File: config.mk
export PLATFORM = sky130hd
export DESIGN_NAME = gf163_operand_loader
export DESIGN_NICKNAME = d
export VERILOG_FILES = /design/src/rtl/gf163_operand_loader.sv
export SDC_FILE = /design/constraint.sdc
export NUM_CORES = 1
export LEC_CHECK = 0
export BUFFER_PORTS_ARGS = -buffer_cell sky130_fd_sc_hd__buf_2
export CORE_UTILIZATION = 45
export CTS_CLUSTER_SIZE = 24
export DETAILED_ROUTE_END_ITERATION = 10
export MAX_ROUTING_LAYER = met4
export PLACE_DENSITY_LB_ADDON = 0.15
export SLEW_MARGIN = 10
export SYNTH_ARGS = -nofsm -noshare
export SYNTH_HDL_FRONTEND = slang
export SYNTH_SLANG_ARGS = --single-unit
File: constraint.sdc
create_clock -name clk -period 2 [get_ports clk]
set_input_delay 0.1 -clock clk [delete_from_list [all_inputs] [get_ports clk]]
set_output_delay 0.1 -clock clk [all_outputs]
set_load 0.01 [all_outputs]
File: src/rtl/gf163_operand_loader.sv
// Word-serial loader assembling GF(2^163) operands A then B for the field adder.
// Latency: op_valid rises the cycle after the 12th accepted word; 13 clocks minimum per pair.
// Backpressure: s_ready drops while a complete pair is held; it returns after op_valid & op_ready.
module gf163_operand_loader #(
  parameter int FIELD_W = 163,
  parameter int BUS_W   = 32
) (
  input  logic               clk,
  input  logic               rst_n,
  input  logic [BUS_W-1:0]   s_data,
  input  logic               s_valid,
  output logic               s_ready,
  input  logic               abort,
  output logic [FIELD_W-1:0] adder_in1,
  output logic [FIELD_W-1:0] adder_in2,
  output logic               op_valid,
  input  logic               op_ready,
  output logic               pad_err
);

  localparam int NWORDS = (FIELD_W + BUS_W - 1) / BUS_W;
  localparam int CNT_W  = $clog2(NWORDS);
  localparam int LAST   = NWORDS - 1;
  // Number of meaningful bits carried by the final word; the rest are pad.
  localparam int PAD_LO = FIELD_W - LAST * BUS_W;

  typedef enum logic [1:0] {
    LOAD_A = 2'd0,
    LOAD_B = 2'd1,
    HOLD   = 2'd2
  } state_t;

  state_t             state_q, state_d;
  logic [CNT_W-1:0]   word_cnt_q, word_cnt_d;
  logic               word_acc;
  logic               last_word;
  logic [FIELD_W-1:0] wr_mask;
  logic [FIELD_W-1:0] wr_dat;

  assign s_ready   = (state_q != HOLD);
  assign op_valid  = (state_q == HOLD);
  assign word_acc  = s_valid && s_ready;
  assign last_word = (word_cnt_q == CNT_W'(LAST));

  // Slice select: the final word's pad bits fall off the top of the mask.
  assign wr_mask = FIELD_W'({BUS_W{1'b1}}) << (int'(word_cnt_q) * BUS_W);
  assign wr_dat  = FIELD_W'({NWORDS{s_data}});

  always_ff @(posedge clk) begin
    if (!rst_n) begin
      state_q    <= LOAD_A;
      word_cnt_q <= '0;
    end else begin
      state_q    <= state_d;
      word_cnt_q <= word_cnt_d;
    end
  end

  always_comb begin
    state_d    = state_q;
    word_cnt_d = word_cnt_q;
    if (abort) begin
      state_d    = LOAD_A;
      word_cnt_d = '0;
    end else begin
      case (state_q)
        LOAD_A, LOAD_B: begin
          if (word_acc) begin
            if (last_word) begin
              word_cnt_d = '0;
              state_d    = (state_q == LOAD_A) ? LOAD_B : HOLD;
            end else begin
              word_cnt_d = word_cnt_q + 1'b1;
            end
          end
        end
        HOLD: begin
          if (op_ready) state_d = LOAD_A;
        end
        default: begin
          state_d    = LOAD_A;
          word_cnt_d = '0;
        end
      endcase
    end
  end

  // Operands are only overwritten slice by slice, never cleared between pairs.
  always_ff @(posedge clk) begin
    if (!rst_n || abort) begin
      adder_in1 <= '0;
      adder_in2 <= '0;
    end else if (word_acc) begin
      if (state_q == LOAD_A) adder_in1 <= (adder_in1 & ~wr_mask) | (wr_dat & wr_mask);
      if (state_q == LOAD_B) adder_in2 <= (adder_in2 & ~wr_mask) | (wr_dat & wr_mask);
    end
  end

  always_ff @(posedge clk) begin
    if (!rst_n) pad_err <= 1'b0;
    else        pad_err <= word_acc && !abort && last_word && (|s_data[BUS_W-1:PAD_LO]);
  end

endmodule

==> results.cfg, run 1 <==
[setup_path]
r2r-start = state_q[0]
path_max_fanout = 15
crit_type = reg -> out
endpoint_kind = primary output
critPathLaunchType = flop
cp.arrival_ns = 1.73
r2r_cells = 4
rrSetupSlack_ns = 0.18
cp.required_ns = 1.90

[sta]
fin_skew_ns = 0.00755
relSlewSlack = 0.571
max_freq_mhz = 546
rsz0062_at_grt = false
setup_tns_ns = 0
tightest_slew_ns = 0.644
setup_viol = 0
drv_slew = 0
period_minus_slack_ns = 1.83
period_share = 0.916
hold_viol_final = 0

[cts]
clockBufferDepth = 3
clkSinkCount = 332
htreeDepth = 2
cts_tree = yes
numCtsBuffers = 36
clk_pin_slew_ns = 0.06
clk_latency_ns = 0.51
cts_setup_buffers = 0
root_buffer = clkbuf_16

[worst_hold_path]
holdPathStages = 3
hold_path_class = in -> reg
hold_start = s_data[26]

[yosys]
ys_seq_area_frac = 0.525
syn-num-nets = 1603
ys_seq_elements = 332
synthTopCellsByCount = dfxtp_1, a21oi_1, nand3_1
yosys-top-cells-area = dfxtp_1, a21oi_1, nand3_1
synth_top_area_share = 0.525
synthDistinctLibCells = 40
synth_top_area_cell = dfxtp_1
ys_async_sr_fraction = 0
synth_edf_count = 0
ys.flop_type = dfxtp_1
yosysMostFrequentCell = dfxtp_1
syn_inst = 1565
avgSynthCellArea_um2 = 8.08
netlist_area_um2 = 12700
synth_warnings = 0

[run_status]
status = complete, no violations

[drt]
wl_met1_um = 20500
wl_um = 49400
avgViaCountPerCell = 5.86
dr.max_layer_used = met4
wl_met2_um = 22300
dr_wl_met3_um = 5180
drc_errors = 0
dr_total_vias = 12910
wire_per_inst_um = 22.4
drt_pass1_iterations = 8
drtIter0Drc = 1783
antenna_left = 0

[grt]
grt_antenna_before_repair = 1
grt_pass1_vias = 11442
gr-usage-all-layers = 0.338
grt_pass1_wl_um = 71400
gr-total-overflow = 0
grt_start_max_net_pins = 132

[placement]
hpwl_um = 28200
numPortBuffers = 365
place_congestion = 0.853
placed_cell_area_um2 = 14600

[floorplan]
fp.dieArea_um2 = 28800
start_util = 0.457
rows = 61
die_y_um = 170
die-width_um = 170
io_pins = 366
fp.coreArea_um2 = 27700

[finish]
utilization = 0.574
drive_gt1_frac = 0.259
fin_nets = 1840
finish.instance_area_um2 = 15900
syn_to_final_growth_pct = 25.7

[power_and_ir_drop]
p_leak_nw = 6.16
power_density_nw_per_um2 = 907
ir_worst_vdd_mv = 0.579

[run]
drv_cap = 0
-- per-layer routing --
metal  up-vias  GRT usage
li1       5931          -
met1      6163      0.452
met2       717      0.507
met3        99     0.0730
met4         0      0.111
met5         -          -
-- report_power, final --
part / internal [mW] / switching (mW)
Sequential: 6.64 / 0.0141
Combinational: 0.167 / 0.652
Clock: 4.27 / 2.67
-- layout by cell type, fill, tap and decap left out, drive strengths merged, types with 2 or more instances in the layout --
cell	count
nand4	2
clkinv	2
nand4b	2
nor3	4
buf	401
nand3b	2
and3b	2
o21ai	263
bufinv	3
a21oi	327
nor4	6
nand2	129
or3b	4
a2bb2oi	2
inv	2
nand2b	2
nor3b	4
dfxtp	332
clkbuf	55
nand3	262
nor2	4
-- logic make-up (layout without fill, tap and decap cells) --
family | count (synthesis) | in the layout | synth area share
compound gates | 595 | 595 | 0.237
xor+xnor | 2 | 2 | 0.00138
fa+ha+maj | 1 | 1 | 0.000989
buf+inv | 205 | 465 | 0.0699
flops | 332 | 332 | 0.525
other cells | 0 | 1 | 0
simple gates | 430 | 430 | 0.166
-- through the flow --
stage	instances	setup WS, ns	hold slack (ns)	total power [mW]
after global routing	2204	0.0533	0.0401	14.8
after floorplan	1565	0.309	0.248	7.21
after global placement	2141	0.272	0.438	7.60
after CTS	2203	0.000114	0.0327	14.5
final	2204	0.168	0.0381	14.4
after detailed placement	2141	0.202	0.443	7.60
-- worst max path at each step --
stage                        startpoint      end  slack (ns)
after CTS                    state_q[1]  s_ready      0.0001
after floorplan           word_cnt_q[1]     flop        0.31
after detailed placement     state_q[1]     flop        0.20
final                        state_q[1]  s_ready        0.17
after global placement    word_cnt_q[2]     flop        0.27
after global routing      word_cnt_q[2]     flop        0.05
-- area by class of cell --
| class | instances | area, µm² |
|---|---|---|
| well taps | 378 | 473 |
| repair buffers | 402 | 2360 |
| clock buffers | 55 | 1130 |
| inverters | 2 | 7.51 |
| flip-flops and latches | 332 | 6650 |
| diodes | 1 | 2.50 |
| clock inverters | 6 | 108 |
| multi-input cells | 1028 | 5170 |
| fillers | 2615 | 11800 |
-- critical path: stages (launching register included) --
cell and delay (ns):
dfxtp_2 0.52, nor2b_2 0.40, inv_1 0.12, buf_2 0.18
-- timing repair --
item,4_1_cts,5_1_grt
gates resized for setup,1,1
gates cloned,0,0
endpoints found under the hold margin,1,0
endpoints found under the setup margin,2,2
pin swaps,0,0
hold buffers,1,0
Note: power is estimated with default switching activity, not from simulation.
==> inputs of run 2 (changes only) <==
CORE_UTILIZATION = 52   (was 45)
==> run 2 against run 1 <==
  * Worst setup slack hardly changed
  * Clock skew is 0.014 ns higher
  * Largest cell class unchanged
  * Global-route usage is 4.0 points higher
  * Fmax hardly changed
  * Via count is 0.73% higher
  * Hold slack worse by 0.0060 ns
  * Flip-flop and latch count stayed put
==> results.cfg, run 2 (synthesized netlist as in run 1, its figures left out) <==
[finish]
fill_cells = 2062
final_cell_mix = buf_2, dfxtp_1, a21oi_1
multi_input_area_um2 = 5170
final_common_cell = buf_2
drive_gt1_frac = 0.256
syn_to_final_growth_pct = 24.7
fin_nets = 1839
seq_area_um2 = 6650
finish.instance_area_um2 = 15800

[setup_path]
path_max_fanout = 8
cp.arrival_ns = 1.73
cp.required_ns = 1.90
critPathLaunchType = flop
crit_type = reg -> out
endpoint_kind = primary output

[power_and_ir_drop]
combPwrFrac = 0.056
p_clk_frac = 0.471
p_switching_mw = 3.28
ir_worst_vdd_mv = 0.606
power_density_nw_per_um2 = 894
internal_power_mw = 10.8
pwr-share-seq = 0.472
swShare = 0.233
p_leak_nw = 6.13

[sta]
period_minus_slack_ns = 1.83
period_share = 0.916
hold_viol_final = 0
max_freq_mhz = 546
relSlewSlack = 0.599
setup_viol = 0
tightest_slew_ns = 0.602
drv_slew = 0
setup_tns_ns = 0
hold_slack_ns = 0.0320
fin_skew_ns = 0.0217
rsz0062_at_grt = false

[worst_hold_path]
hold_path_class = in -> reg

[grt]
gr-usage-all-layers = 0.378
grt_pass1_wl_um = 68700
grt_antenna_before_repair = 2
grt_pass1_vias = 11446
grt_start_max_net_pins = 97
gr-total-overflow = 0

[run_status]
status = complete, no violations

[cts]
clk_latency_ns = 0.52
cts_setup_buffers = 0
root_buffer = clkbuf_16
clkSinkCount = 332
htreeDepth = 2
clockBufferDepth = 3
clk_pin_slew_ns = 0.06
cts_tree = yes
numCtsBuffers = 35

[drt]
drt_pass1_iterations = 6
dr_total_vias = 13004
drc_errors = 0
wl_um = 47700
wire_per_inst_um = 22.2
drtIter0Drc = 1804
avgViaCountPerCell = 6.06
antenna_left = 0

[floorplan]
start_util = 0.534
die_y_um = 158
fp.coreArea_um2 = 23700
io_pins = 366
rows = 56
die-width_um = 158
fp.dieArea_um2 = 25000

[placement]
place_congestion = 0.838
hpwl_um = 27400
numPortBuffers = 365
placed_cell_area_um2 = 14600

[run]
drv_cap = 0
run 2: cell type report:
class                           instances  area share
Antenna cell                            2    0.000317
Clock buffer                           57      0.0698
Clock inverter                          5     0.00492
Inverter                                2    0.000476
Multi-Input combinational cell       1028       0.328
Sequential cell                       332       0.421
Tap cell                              319      0.0253
Timing Repair Buffer                  402       0.150
run 2: metal layers:
layer / GRT usage / share of wire
met2: 0.550 / 0.44
met5: - / 0
met1: 0.480 / 0.38
met3: 0.105 / 0.13
met4: 0.194 / 0.049
run 2: timing repair:
item / in CTS / in global routing
resized for setup: 0 / 2
hold buffers: 2 / 0
setup endpoints to repair: 0 / 15
endpoints found under the hold margin: 2 / 0
run 2: worst max-delay path: stages (launching register included):
cell	delay [ns]
dfxtp_1	0.52
nor2b_2	0.39
buf_4	0.19
buf_2	0.12
run 2: final timing paths:
check                                   start        to  slack [ns]  cells after the start
worst min register to register           flop      flop        0.45                      2
worst min-delay path                s_data[0]      flop        0.03                      3
worst max register to register  word_cnt_q[0]      flop        0.18                      6
worst max-delay path               state_q[1]  op_valid        0.17                      3
run 2: through the flow:
stage | util | setup WS [ns] | power (mW) | cells
global route | 0.666 | 0.0229 | 14.4 | 2147
CTS | 0.666 | 0.000458 | 14.1 | 2145
finish | 0.666 | 0.168 | 14.1 | 2147
global placement | 0.615 | 0.270 | 7.57 | 2081
floorplan | - | 0.309 | 7.21 | 1565
detailed placement | 0.615 | 0.163 | 7.57 | 2081
run 2: power by group through the flow:
| stage | Sequential, mW | Combinational [mW] | Clock [mW] |
|---|---|---|---|
| after floorplan | 6.82 | 0.398 | 0 |
| after detailed placement | 6.80 | 0.764 | 0 |
| after CTS | 6.66 | 0.769 | 6.68 |
| after global routing | 6.66 | 0.814 | 6.94 |
| after global placement | 6.80 | 0.766 | 0 |
| final | 6.66 | 0.796 | 6.65 |
==> inputs of run 3 (changes only) <==
SETUP_SLACK_MARGIN = 0.4   (was not set)
==> run 3 against run 2 <==
  * Sequential power about the same
  * Critical path depth is 4 higher
  * Register-to-register slack better by 0.23 ns
  * Clock skew down 0.013 ns
  * Design area up 1.5%
==> results.cfg, run 3 (synthesized netlist as in run 1, its figures left out) <==
[drt]
wire_per_inst_um = 22.7
drtIter0Drc = 1682
drt_pass1_iterations = 5
avgViaCountPerCell = 6.10
dr_total_vias = 13166
wl_um = 49100
drc_errors = 0
antenna_left = 0

[finish]
final_common_cell = buf_2
fin_nets = 1859
drive_gt1_frac = 0.273
n_antenna_cell = 0
utilization = 0.676
syn_to_final_growth_pct = 26.5
final_cell_mix = buf_2, dfxtp_1, a21oi_1

[setup_path]
cp-startpoint = word_cnt_q[1]
crit_type = reg -> reg
max_stage_delay_ns = 0.40
crit_family = simple AND/OR/NAND/NOR gates
path_max_fanout = 16
endpoint_kind = flop
rrSetupSlack_ns = 0.41
cp.arrival_ns = 2.02
cp.required_ns = 2.43
slowest_stage = dfxtp_4
r2r_cells = 7
critPathLaunchType = flop
crit_buf_inv = 2
r2r-start = word_cnt_q[1]
path_cells = and2_1 -> ha_2 -> nor4bb_4 -> buf_4 -> buf_12 -> nand2_1 -> a21oi_2

[sta]
period_share = 0.796
fin_skew_ns = 0.00864
hold_viol_final = 0
tightest_slew_ns = 0.612
relSlewSlack = 0.592
setup_viol = 0
rsz0062_at_grt = true
period_minus_slack_ns = 1.59
max_freq_mhz = 628
drv_slew = 0
setup_tns_ns = 0

[grt]
grt_start_max_net_pins = 132
grt_antenna_before_repair = 0
grt_pass1_vias = 11226
gr-total-overflow = 0
gr-usage-all-layers = 0.371
grt_pass1_wl_um = 68100

[power_and_ir_drop]
internal_power_mw = 10.3
p_switching_mw = 3.28
ir_worst_vdd_mv = 0.584
power_density_nw_per_um2 = 848
power.total_mw = 13.6
swShare = 0.241
p_leak_nw = 6.23
pwr-share-seq = 0.490
combPwrFrac = 0.065
p_clk_frac = 0.445

[cts]
clk_latency_ns = 0.51
numCtsBuffers = 34
root_buffer = clkbuf_16
clkSinkCount = 332
clk_pin_slew_ns = 0.06
cts_tree = yes
htreeDepth = 2
clockBufferDepth = 3

[floorplan]
rows = 56
die_y_um = 158
io_pins = 366
start_util = 0.534
fp.coreArea_um2 = 23700
die-width_um = 158
fp.dieArea_um2 = 25000

[run_status]
status = complete, no violations

[placement]
numPortBuffers = 365
place_congestion = 0.836
hpwl_um = 26500

[run]
drv_cap = 0

[worst_hold_path]
holdPathStages = 3
hold_start = s_data[1]
hold_path_class = in -> reg
run 3: cell types whose count changed in the layout (fill, tap and decap cells not counted), sizes merged:
cell      change
bufinv        -2
diode         -2
clkinvlp      -1
clkbuf        -3
clkinv        +3
inv           +1
buf          +17
run 3: metrics by stage:
stage | cell area [µm²] | hold WS (ns) | std cells | setup WS [ns]
6_report | 16000 | 0.0189 | 2160 | 0.409
3_5_place_dp | 14500 | 0.432 | 2077 | 0.163
4_1_cts | 15700 | 0.00463 | 2137 | 0.367
2_1_floorplan | 12700 | 0.248 | 1565 | 0.445
5_1_grt | 16000 | 0.00383 | 2160 | 0.339
3_3_place_gp | 14500 | 0.434 | 2077 | 0.271
run 3: how the worst max path moves through the flow:
stage                     cells after the start  slack, ns   end
after floorplan                               8       0.44  flop
after global placement                        4       0.27  flop
after detailed placement                      4       0.16  flop
after CTS                                     6       0.37  flop
after global routing                          7       0.34  flop
final                                         7       0.41  flop
run 3: routing by layer:
layer / GRT usage / wire (µm)
met3: 0.0931 / 6370
met5: - / 0
met1: 0.482 / 18600
met2: 0.544 / 21900
met4: 0.166 / 2200
run 3: final cells by class:
type / count / area, µm²
well taps: 319 / 399
clock inverters: 6 / 33.8
repair buffers: 423 / 2680
flip-flops and latches: 332 / 6660
fillers: 2045 / 7670
inverters: 2 / 7.51
clock buffers: 50 / 1000
multi-input cells: 1028 / 5230
run 3: power groups by stage:
stage	sequential [mW]	combinational (mW)	clock, mW
3_5_place_dp	6.80	0.748	0
5_1_grt	6.66	0.895	6.33
2_1_floorplan	6.82	0.399	0
6_report	6.66	0.878	6.04
3_3_place_gp	6.80	0.751	0
4_1_cts	6.66	0.768	6.05
run 3: worst register-to-register path: cells and delay by family (launching register included):
kind,cells,cell delay [ns]
simple gates,3,0.42
flops,1,0.40
buf+inv,2,0.35
fa+ha+maj,1,0.20
compound gates,1,0.15
run 3: timing repair:
action,4_1_cts,5_1_grt
hold endpoints to repair,2,0
endpoints found under the setup margin,329,285
gates resized for setup,19,84
pin swaps,0,3
hold buffers,2,0
cloned,2,9
buffers inserted,0,14
